## src/rtl/arb_mux.sv

```systemverilog
// arb_mux: NCH-input arbiter feeding a single registered output slot.
// Arbitration is round-robin (RR=1) or fixed lowest-index priority (RR=0).
// The output slot reloads whenever it is empty or being drained, so a
// continuously ready sink sees one word per cycle.
module arb_mux #(
  parameter int WIDTH = 32,
  parameter int NCH   = 4,
  parameter int RR    = 1,
  localparam int SELW = $clog2(NCH)
) (
  input  logic                 clk,
  input  logic                 rst,
  input  logic [NCH-1:0]       in_valid,
  input  logic [NCH*WIDTH-1:0] in_data,
  output logic [NCH-1:0]       in_ready,
  output logic                 out_valid,
  output logic [WIDTH-1:0]     out_data,
  output logic [SELW-1:0]      out_sel,
  input  logic                 out_ready
);

  // Modular add used by the round-robin search; base is always < NCH.
  function automatic logic [SELW-1:0] wrap_add(input logic [SELW-1:0] base, input int off);
    int s;
    s = int'(base) + off;
    if (s >= NCH) begin
      s = s - NCH;
    end else begin
      s = s;
    end
    return SELW'(s);
  endfunction

  // Pointer successor; wraps explicitly so non-power-of-two NCH never
  // leaves an unused index in the pointer.
  function automatic logic [SELW-1:0] next_ptr(input logic [SELW-1:0] g);
    logic [SELW-1:0] n;
    if (g == SELW'(NCH - 1)) begin
      n = '0;
    end else begin
      n = g + SELW'(1);
    end
    return n;
  endfunction

  logic [SELW-1:0]  ptr_r;
  logic             out_valid_r;
  logic [WIDTH-1:0] out_data_r;
  logic [SELW-1:0]  out_sel_r;

  logic [SELW-1:0]  start_s;
  logic [SELW-1:0]  idx_s;
  logic [SELW-1:0]  grant_s;
  logic             grant_vld_s;
  logic             load_en_s;

  // The slot can accept a new word when empty or when its word leaves now.
  assign load_en_s = ~out_valid_r | out_ready;

  // Fixed priority is just a round-robin search that always starts at 0.
  assign start_s = (RR != 0) ? ptr_r : '0;

  // Search for the first valid channel starting at start_s, wrapping.
  // Only in_valid feeds this path, so in_ready never depends on in_data.
  always_comb begin
    grant_s     = '0;
    grant_vld_s = 1'b0;
    idx_s       = '0;
    for (int k = 0; k < NCH; k++) begin
      idx_s = wrap_add(start_s, k);
      if (!grant_vld_s && in_valid[idx_s]) begin
        grant_vld_s = 1'b1;
        grant_s     = idx_s;
      end else begin
        grant_vld_s = grant_vld_s;
      end
    end
  end

  // Ready is issued only to the granted channel, and only when the slot
  // can take the word; held low throughout reset.
  always_comb begin
    in_ready = '0;
    if (!rst && load_en_s && grant_vld_s) begin
      in_ready[grant_s] = 1'b1;
    end else begin
      in_ready = '0;
    end
  end

  // Output slot and round-robin pointer; data/sel hold when the slot drains.
  always_ff @(posedge clk or posedge rst) begin
    if (rst) begin
      out_valid_r <= 1'b0;
      out_data_r  <= '0;
      out_sel_r   <= '0;
      ptr_r       <= '0;
    end else if (load_en_s) begin
      out_valid_r <= grant_vld_s;
      if (grant_vld_s) begin
        out_data_r <= in_data[int'(grant_s)*WIDTH +: WIDTH];
        out_sel_r  <= grant_s;
        ptr_r      <= next_ptr(grant_s);
      end
    end
  end

  assign out_valid = out_valid_r;
  assign out_data  = out_data_r;
  assign out_sel   = out_sel_r;

endmodule

```

## config.mk

```make
export PLATFORM = sky130hd
export DESIGN_NAME = arb_mux
export DESIGN_NICKNAME = d
export VERILOG_FILES = /design/src/rtl/arb_mux.sv
export SDC_FILE = /design/constraint.sdc
export NUM_CORES = 1
export LEC_CHECK = 0
export ABC_AREA = 1
export BUFFER_PORTS_ARGS = -buffer_cell sky130_fd_sc_hd__buf_2
export CAP_MARGIN = 20
export CORE_ASPECT_RATIO = 1.4
export CORE_UTILIZATION = 37
export DETAILED_ROUTE_END_ITERATION = 8
export PLACE_DENSITY = 0.7
export SETUP_SLACK_MARGIN = 0.05
export SLEW_MARGIN = 25
export SYNTH_ARGS = -nofsm -noshare
export SYNTH_HDL_FRONTEND = slang
export SYNTH_SLANG_ARGS = --single-unit
```

## constraint.sdc

```tcl
create_clock -name clk -period 3.2 [get_ports clk]
set_clock_uncertainty 0.15 [all_clocks]
set_input_delay 0.16 -clock clk [delete_from_list [all_inputs] [get_ports clk]]
set_output_delay 0.16 -clock clk [all_outputs]
set_load 0.02 [all_outputs]
```

Yosys cells after proc, flatten, opt, wreduce, memory -nomap -nowiden. Index checks and enable logic that the tools add are counted.

Register bits after elaboration: 37. Input bits: 135. Output and inout port bits: 39. Word-level logic and storage cells: 61.

$add $sub $neg: 8. Order comparisons: 10. Equality and inequality tests: 1. Shifts and indexed selects: 1. Multiplexer cells: 24. Bitwise operators: 2. Reduce and logical (&&, ||, !) cells: 11.

Operator list (count): 128-bit by 8-bit indexed part select with 32-bit output (1); 2-bit 2-to-1 mux (9); 2-bit by 3-bit < comparator with 1-bit output, second input constant (5); 3-bit >= comparator, second input constant (3); 1-bit 2-to-1 mux (9); 1-bit binary-select mux with 2-bit select (4); 2-bit by 1-bit subtractor with 2-bit output, second input constant (4); 2-bit by 2-bit adder with 3-bit output, second input constant (2); 1-bit logical AND (6); 1-bit zero test (4); 4-bit 2-to-1 mux (1); 2-bit by 1-bit adder with 3-bit output, second input constant (1); 2-bit by 3-bit >= comparator with 1-bit output, second input constant (1); 2-bit by 1-bit adder with 2-bit output, second input constant (1); 1-bit demux with 2-bit select (1); 2-bit == test, second input constant (1); 2-bit by 1-bit >= comparator with 1-bit output, second input constant (1); 2-bit AND reduction (1); 1-bit inverter (1); 1-bit bitwise OR (1).

Logic depth before layout (Yosys ltp).
Depth in word-level cells: 19. Gate-level depth with buffers: 17. Gate-level depth less buffers: 15.

Worst setup path before layout. No wires, ideal clock.

Path kind: register -> output. Start: register ptr_r[0]. End: output in_ready[1]. Arrival time: 1971 ps. Data required time: 2890 ps. Slack: 919 ps. Stages on the path, launching flop included: 13. Buffers on the path: 3. Cells stage by stage: dfrtp_1 -> buf_4 -> inv_4 -> nand2_1 -> nand3_1 -> nand2_1 -> inv_1 -> nand2_1 -> nand2_1 -> nand3_4 -> buf_4 -> buf_6 -> nor3_1.

Word-level cells in the longest chain between the ends: 19. Elaborated cells on any way between the ends: 44. Classes of those cells: add/sub: 7; order compare: 6; mux: 23; reduce/logical: 8.

Ends and longest elaborated chain: from (decl) (line 46) `logic [SELW-1:0] ptr_r;`; from (signal assigned) (line 103) `ptr_r <= next_ptr(grant_s);`; branches (longest 18 deep; another with 2-bit by 1-bit adder with 3-bit output); 4-bit 2-to-1 mux * (line 84) `if (!rst && load_en_s && grant_vld_s) begin`; to (decl) (line 15) `output logic [NCH-1:0] in_ready,`.

Mark *: on every way between the ends. The select of a mux whose other input is x is not followed.

Worst setup path in the final report.
Start: register ptr_r[0]. End: output in_ready[3].

The elaborated chain is that of the path after synthesis.

==> results.ini <==
[run_status]
status=complete, no violations

[job]
maxCapViolations=0

[synthesis]
syn_area_per_cell_sq_um=6.16
ys_ff_latch=37
muxShareOfSynthArea_pct=0
synth_top_family_by_area=simple AND/OR/NAND/NOR gates
synth_cell_types=23
synth_area_sq_um=2900
synth_compound_area_share_pct=0.864
syn_inst=470
syn_nets=606
synth_adder_area_share_pct=0.432
yosysSeqAreaShare_pct=32.0
yosys.area_share.simple_pct=54.5
synth_xor_area_share_pct=0
yosysWarnings=0

[floorplanning]
dieWidth_microns=76.8
core-area_sq_um=7450
die_area_sq_um=8190
initial_utilization_pct=38.9
die_h_microns=107
num_io_pins=174
num_rows=37

[placement]
dp_hpwl_mm=6.70
gp_congestion=0.888
port-buffer-count=173
post-place-ws_ns=0.516
place_area_sq_um=3760

[timing]
hold_viol_final=0
post-route-period-util_pct=90.8
slew_violations=0
slew_headroom_pct=48.8
rsz0062_at_grt=yes
fmax_mhz=344
setup_ws_ns=0.295
min_period_ns=2.90
setup_tns_ns=0
tightest_slew_ns=0.766
setup_viol=0

[drt]
avgViaCountPerCell=4.80
finalWirelength_mm=8.94
ant_nets=0
drc=0
first_pass_iters=4
vias=3492
first_iter_violations=152
post_drt_wl_per_cell_microns=12.3

[final_layout]
area_growth_pct=33.6
drive_gt1_share_pct=31.5
antenna_cells=0
stdcell_area_sq_um=3870
layout.nets=767

[power]
p_total_mw=4.90
pwr_density_cell_nw_per_um2=1270
peakVddDrop_mv=0.690
leakage_nw=2.33

[cts]
cts-root-buf=clkbuf_8
cts_tree=built
clk_pin_slew_ns=0.07
clkSinkCount=37
clk_path_buf_depth=2
cts_buffers=5
clock_latency_ns=0.28
post_cts_buffers=0
h-tree-depth=2

[setup_path]
required_ns=2.89
crit_fanout=33
max_stage_delay_ns=0.55
critPathLaunchType=flip-flop
slowest_stage=dfrtp_1
critical_path_class=flip-flop to primary output
crit_top_cell=nand2_1
cp-end-kind=primary output
worstPathCellList=inv_4 -> nand2_1 -> nand2_2 -> nand2_1 -> nand2_1 -> nand2_1 -> nand2_1 -> nand2_1 -> nand3_4 -> inv_4 -> ha_1 -> inv_1 -> nor2_1 -> buf_2
cp.arrival_ns=2.59

[global_routing]
overflow=0
first_global_vias=3196
grt_usage_pct=22.1
grt_pass1_wl_mm=14.4
grt_max_degree=39
antenna_found_initial=0

[worst_hold_path]
min_path_type=primary input to flip-flop

## layout make-up
type                       instances  area [sq um]
timing repair buffer             181           928
tap                               97           121
clock inverter                     1          7.51
sequential                        37           926
fill                             786          3580
multi-input combinational        358          1620
inverter                          48           188
clock buffer                       6          82.6
## placed cells by master (no fill, tap or decap), types with 6 or more instances in the layout
cell type / count
nand2_1: 203
nand3_1: 103
clkbuf_8: 6
or2_0: 8
buf_2: 173
inv_1: 43
dfrtp_1: 37
buf_4: 7
or2_1: 23
## synthesized netlist by cell type, drive strengths merged
library cell | instances | area share (%)
buf | 25 | 5.6
inv | 48 | 6.3
nor2 | 5 | 0.99
nand3 | 106 | 19
o21ai | 5 | 0.86
nand2 | 205 | 27
clkbuf | 2 | 0.35
nor3 | 3 | 0.52
ha | 1 | 0.43
nand4 | 2 | 0.43
dfrtp | 37 | 32
or2 | 31 | 6.7
## registers in the layout, summed over array words and instances, names as in the netlist
register   flops
out_valid      1
out_data      32
out_sel        2
ptr_r          2
## per-stage QoR
| stage | instances | hold slack (ns) | util, % |
|---|---|---|---|
| 2_1_floorplan | 470 | 0.195 | - |
| 3_3_place_gp | 720 | 0.195 | 50.5 |
| 3_5_place_dp | 720 | 0.209 | 50.5 |
| 4_1_cts | 728 | 0.00694 | 51.8 |
| 5_1_grt | 728 | 0.0432 | 51.9 |
| 6_report | 728 | 0.00984 | 51.9 |
## per-layer routing
| metal | track usage, % | wire length [microns] |
|---|---|---|
| met3 | 2.89 | 373 |
| met2 | 41.0 | 4630 |
| met4 | 8.10 | 193 |
| met1 | 25.6 | 3740 |
| met5 | 0 | 0 |
## logic make-up after synthesis
kind of cell | Yosys count
AND/OR/NAND/NOR | 352
buffers and inverters | 75
flip-flops | 37
AO/OA/AOI/OAI | 5
adder cells (fa/ha/maj) | 1
## timing repair
item	in CTS	in global routing
endpoints found under the setup margin	0	2
endpoints found under the hold margin	37	0
resized for setup	0	4
hold buffers	1	0
## power by group
group	internal, mW	switching (mW)	leakage [nW]	total, mW
clock network	0.170	0.167	0.0433	0.337
registers	0.743	0.146	0.450	0.889
logic	1.19	2.48	1.84	3.67
total	2.10	2.80	2.33	4.90
## worst max-delay path, delay by kind of cell, from the launching register on
kind          cells  cell delay (ns)
flops             1             0.55
simple gates      9             0.96
fa+ha+maj         1             0.18
buf+inv           4             0.60
## path summary, 6_finish.rpt
path | cells after the start | to | from | slack, ns
min reg2reg | 2 | out_sel[0] | out_sel[0] | 0.34
max in group asynchronous | 4 | out_data[11] | rst | 2.10
min in group asynchronous | 4 | out_data[14] | rst | 0.46
max | 14 | in_ready[3] | ptr_r[0] | 0.30
min | 4 | out_valid | out_ready | 0.01
max reg2reg | 12 | out_data[7] | ptr_r[0] | 0.51
Power figures use the tool's default switching activity.
